**config.mk**
```make
export PLATFORM = sky130hd
export DESIGN_NAME = image_row_packer
export DESIGN_NICKNAME = d
export VERILOG_FILES = /design/src/rtl/image_row_packer.sv
export SDC_FILE = /design/constraint.sdc
export NUM_CORES = 1
export LEC_CHECK = 0
export ABC_CLOCK_PERIOD_IN_PS = 2100
export CORE_ASPECT_RATIO = 1.4
export CORE_MARGIN = 10
export CORE_UTILIZATION = 30
export CTS_BUF_LIST = sky130_fd_sc_hd__clkbuf_8
export DETAILED_ROUTE_END_ITERATION = 8
export PLACE_DENSITY = 0.59
export SLEW_MARGIN = 20
export SYNTH_ARGS = -nofsm -noshare
export SYNTH_HDL_FRONTEND = slang
export SYNTH_SLANG_ARGS = --single-unit
```
**constraint.sdc**
```tcl
create_clock -name CLK -period 2.1 [get_ports CLK]
set_input_delay 0.42 -clock CLK [delete_from_list [all_inputs] [get_ports CLK]]
set_output_delay 0.42 -clock CLK [all_outputs]
set_load 0.02 [all_outputs]
```
**src/rtl/image_row_packer.sv**
```systemverilog
// Packs a raster binary pixel stream into OUT_DIM-bit rows (SCALE x SCALE OR-reduction)
// and writes each row to the net's image registers over Avalon-MM.
module image_row_packer #(
  parameter int SCALE   = 8,
  parameter int OUT_DIM = 28
) (
  input  logic        CLK,
  input  logic        RESET,
  input  logic        FRAME_START,
  input  logic        PIX_VALID,
  input  logic        PIX_DATA,
  output logic        PIX_READY,
  output logic        AVL_CS,
  output logic        AVL_WRITE,
  output logic [4:0]  AVL_ADDR,
  output logic [31:0] AVL_WRITEDATA,
  output logic        BUSY,
  output logic        FRAME_DONE
);

  localparam int SUB_W = (SCALE > 1) ? $clog2(SCALE) : 1;
  localparam int COL_W = $clog2(OUT_DIM);

  typedef enum logic [1:0] {IDLE, ACCUM, WRITE, DONE} state_t;

  state_t             state, state_next;
  logic [SUB_W-1:0]   sub_col, sub_line;
  logic [COL_W-1:0]   blk_col, row_idx, bit_idx;
  logic [OUT_DIM-1:0] row_acc;
  logic               accept, sub_col_last, blk_col_last, sub_line_last, row_last, row_done;

  assign accept        = (state == ACCUM) && PIX_VALID;
  assign sub_col_last  = (sub_col == SUB_W'(SCALE - 1));
  assign blk_col_last  = (blk_col == COL_W'(OUT_DIM - 1));
  assign sub_line_last = (sub_line == SUB_W'(SCALE - 1));
  assign row_last      = (row_idx == COL_W'(OUT_DIM - 1));
  assign row_done      = accept && sub_col_last && blk_col_last && sub_line_last;
  // Output column 0 lands in the MSB of the row word.
  assign bit_idx       = COL_W'(OUT_DIM - 1) - blk_col;

  always_ff @(posedge CLK) begin
    if (RESET) state <= IDLE;
    else       state <= state_next;
  end

  // NOTE: every always_comb target gets a default first so no path can leave it unassigned (latch).
  always_comb begin
    state_next = state;
    unique case (state)
      IDLE:    if (FRAME_START) state_next = ACCUM;
      ACCUM:   if (row_done)    state_next = WRITE;
      WRITE:   state_next = row_last ? DONE : ACCUM;
      DONE:    state_next = IDLE;
      default: state_next = IDLE;
    endcase
  end

  // NOTE: sequential state uses non-blocking assignments so all registers update from pre-edge values.
  always_ff @(posedge CLK) begin
    if (RESET) begin
      // NOTE: row_acc is plain flops, not a RAM, so clearing it in reset costs nothing special.
      sub_col  <= '0;
      blk_col  <= '0;
      sub_line <= '0;
      row_idx  <= '0;
      row_acc  <= '0;
    end else begin
      unique case (state)
        IDLE: if (FRAME_START) begin
          sub_col  <= '0;
          blk_col  <= '0;
          sub_line <= '0;
          row_idx  <= '0;
          row_acc  <= '0;
        end
        ACCUM: if (accept) begin
          row_acc[bit_idx] <= row_acc[bit_idx] | PIX_DATA;
          sub_col <= sub_col_last ? '0 : sub_col + 1'b1;
          if (sub_col_last) begin
            blk_col <= blk_col_last ? '0 : blk_col + 1'b1;
            if (blk_col_last) sub_line <= sub_line_last ? '0 : sub_line + 1'b1;
          end
        end
        WRITE: begin
          row_acc <= '0;
          row_idx <= row_last ? '0 : row_idx + 1'b1;
        end
        default: ;
      endcase
    end
  end

  // All outputs decode registered state only.
  assign PIX_READY     = (state == ACCUM);
  assign BUSY          = (state != IDLE);
  assign AVL_CS        = (state == WRITE);
  assign AVL_WRITE     = (state == WRITE);
  assign AVL_ADDR      = (state == WRITE) ? 5'(row_idx) : 5'd0;
  assign AVL_WRITEDATA = (state == WRITE) ? 32'(row_acc) : 32'd0;
  assign FRAME_DONE    = (state == DONE);

endmodule

```
==> metrics.cfg <==
[global_route]
use_met1_pct=12.84
grt_pass1_vias=2514
grt-busiest-layer=met2
grt_use_met2_pct=19.18
grt-ovfl-total=0
grt_max_degree=36
gr-usage-met3_pct=3.358
track_usage_pct=11.28
antenna_found_initial=0
grt_pass1_wl_um=12370

[floorplanning]
fp-row-count=40
die-area_um2=13050
die_h_um=131.2
core_area_um2=8608
die_width_um=99.45
io_pins=47
start_util_pct=30.80

[cts]
tritoncts=built
worst_skew_pair.late_latency_ns=0.31
cts_buffers=5
htreeDepth=2
root_buffer=clkbuf_8
postCtsSetupBuffers=0
cts_sinks=46
cts_buffer_depth=2
cts_hold_buf=0
clkSlewWorstSetupHoldPaths_ns=0.09

[layout]
finish.utilization_pct=39.72
num_antenna_cells=0
drive_gt1_share_pct=14.48
layout.nets=388
areaGrowthSynthToFinish_pct=28.98

[drt]
drt-initial-drc-count=125
ant_nets=0
wl_per_cell_um=15.21
firstDrtPassIters=4
via_per_inst=5.146
vias=2460
drc_errors=0
drt-total-wl_um=7272

[yosys]
synth_ff_type=dfxtp_1
synth_top_family_by_area=simple AND/OR/NAND/NOR gates
yosysWarnings=0
async_flop_share_pct=0
synthAdderAreaFrac_pct=5.191
synth_edf_count=0
synth-xor-area-share_pct=1.274
syn_inst=313
syn_avg_cell_area_um2=8.471
synthMuxAreaShare_pct=7.032
ys_ff_latch=46
synthSimpleGateAreaFrac_pct=29.16
synth.distinct_cells=48
synth_compound_area_share_pct=17.65
syn-cell-area_um2=2651
ys_seq_area_share_pct=34.73

[sta]
finalMaxSlewViolations=0
finalCritPeriodShare_pct=93.56
fin_skew_ns=0.008656
rsz0062_at_grt=false
hold_viol_final=0
period_needed_ns=1.965
fin_tns_setup_ns=0
tightest_slew_ns=0.6733
setup_viol=0
clock.fmax_mhz=509.0
max-slew-margin-rel_pct=54.79

[run]
max_cap_violations=0

[power_and_ir_drop]
power.total_mw=1.977
leakagePower_nw=1.432
max-vdd-ir-drop_v=0.0003375
power_density_nw_per_um2=578.2

[hold_path]
hp-class=reg2reg
worst_hold_startpoint=sub_line[2]$_SDFFE_PP0P_
whs_endpoint=sub_line[2]$_SDFFE_PP0P_
whs_path_depth=2

[critical_path]
rrSetupSlack_ns=0.18
crit_required_ns=1.68
ff2ff_path_depth=5
r2r_end=row_acc[1]$_SDFFE_PP0P_
reg2reg_from=blk_col[0]$_SDFFE_PP0P_
crit_family=buffers and inverters
worstPathBufferInverterCount=3
path_class=reg2out
cp_slowest_cell=dlygate4sd2_1
worst-path-max-fanout=35
cp-start-kind=flop
slowest_delay_ns=0.33
arrival_ns=1.54
worstPathCellList=nand2b_1 > inv_2 > buf_12 > and2_1 > dlygate4sd2_1
endpoint_kind=primary output

[placed_design]
gp_congestion=0.8414
dp_hpwl_um=5471
numPortBuffers=42

[status]
status=finished clean

==> stage by stage <==
stage / area (um2) / hold slack [ns] / instances / setup slack (ns)
finish: 3420 / 0.4847 / 478 / 0.1353
floorplan: 2663 / 0.4533 / 316 / 0.1065
CTS: 3413 / 0.4853 / 478 / 0.02818
global placement: 3321 / 0.4706 / 470 / 0.1709
global route: 3420 / 0.5154 / 478 / 0.0003126
detailed placement: 3321 / 0.4721 / 470 / 0.1564
==> worst max-delay path by stage <==
stage,startpoint,to,depth (start not counted)
finish,state[0]$_SDFFE_PP0P_,AVL_WRITEDATA[25],5
global route,state[0]$_SDFFE_PP0P_,AVL_WRITEDATA[0],5
CTS,state[1]$_SDFFE_PP0P_,BUSY,3
detailed placement,blk_col[2]$_SDFFE_PP0P_,row_acc[7]$_SDFFE_PP0P_,6
global placement,blk_col[2]$_SDFFE_PP0P_,row_acc[5]$_SDFFE_PP0P_,6
floorplan,blk_col[2]$_SDFFE_PP0P_,row_acc[10]$_SDFFE_PP0P_,7
==> where the power goes <==
group          leakage, nW  internal, mW  total [mW]  switching, mW
registers            0.371         0.884       0.893        0.00932
logic                0.993         0.109       0.278          0.169
clock network       0.0683         0.477       0.806          0.329
total                 1.43          1.47        1.98          0.507
==> sequential cells by signal, indices dropped and copies added (netlist names) <==
register,count
row_acc,28
blk_col,5
row_idx,5
sub_col,3
sub_line,3
state,2
==> cell type report <==
class,count,area (um2)
flip-flops and latches,46,920.9
clock buffers,5,68.82
fillers,897,5189
multi-input cells,244,1617
clock inverters,3,68.82
well taps,105,131.4
repair buffers,68,586.8
inverters,7,26.28
==> synthesized netlist by cell type (5+ instances only) <==
library cell | instances | share of area [%]
dfxtp_1 | 46 | 35
a21oi_1 | 41 | 7.7
nor2_1 | 37 | 5.2
and2_1 | 34 | 8.0
nor3_1 | 28 | 5.3
nand2_1 | 13 | 1.8
ha_1 | 11 | 5.2
clkbuf_1 | 10 | 1.4
a211oi_1 | 8 | 2.3
inv_1 | 6 | 0.85
mux4_2 | 6 | 5.1
nand2b_1 | 6 | 1.4
nand3_1 | 6 | 1.1
o21ai_0 | 6 | 1.1
buf_4 | 5 | 1.4
==> placed cells by master, fill, tap and decap left out, types with 2 or more instances in the layout <==
cell / count
conb_1: 4
bufinv_16: 2
o21ai_1: 4
a22oi_1: 2
nand2_1: 13
o21ai_0: 6
clkdlybuf4s50_1: 4
a211oi_1: 8
nor3_1: 28
nor2_1: 37
a21o_1: 2
mux4_2: 6
and2_1: 34
clkdlybuf4s15_1: 2
a21boi_2: 4
inv_1: 6
a21oi_1: 41
a41oi_1: 2
xnor2_1: 2
or4_1: 4
ha_1: 10
nand2b_1: 6
dlygate4sd2_1: 33
dfxtp_1: 46
buf_4: 25
nand4_1: 2
dlymetal6s2s_1: 2
clkbuf_8: 5
o2bb2ai_1: 2
nand3_1: 6
==> kinds of logic (layout without fill, tap and decap cells) <==
family                   Yosys count  after routing
AND/OR/NAND/NOR                  141            141
AO/OA/AOI/OAI                     76             76
XOR/XNOR                           3              3
adder cells (fa/ha/maj)           11             11
buffers and inverters             26             83
flip-flops                        46             46
other                              1              4
multiplexers                       9              9
==> routing by layer <==
metal,wire length [um],vias up,share of wire [%]
li1,-,1230,-
met1,2942,1150,40
met2,3714,67,51
met3,472,13,6.5
met4,143,0,2.0
met5,0,-,0
==> worst min-delay path: stages (launching register included) <==
cell and delay (ns):
dfxtp_1 0.32, o21ai_0 0.07, a21oi_1 0.06
==> timing repair <==
| action | CTS | global route |
|---|---|---|
| cloned | 0 | 0 |
| resized for setup | 36 | 8 |
| hold endpoints to repair | 0 | 0 |
| setup endpoints to repair | 36 | 39 |
Note: power is estimated with default switching activity, not from simulation.
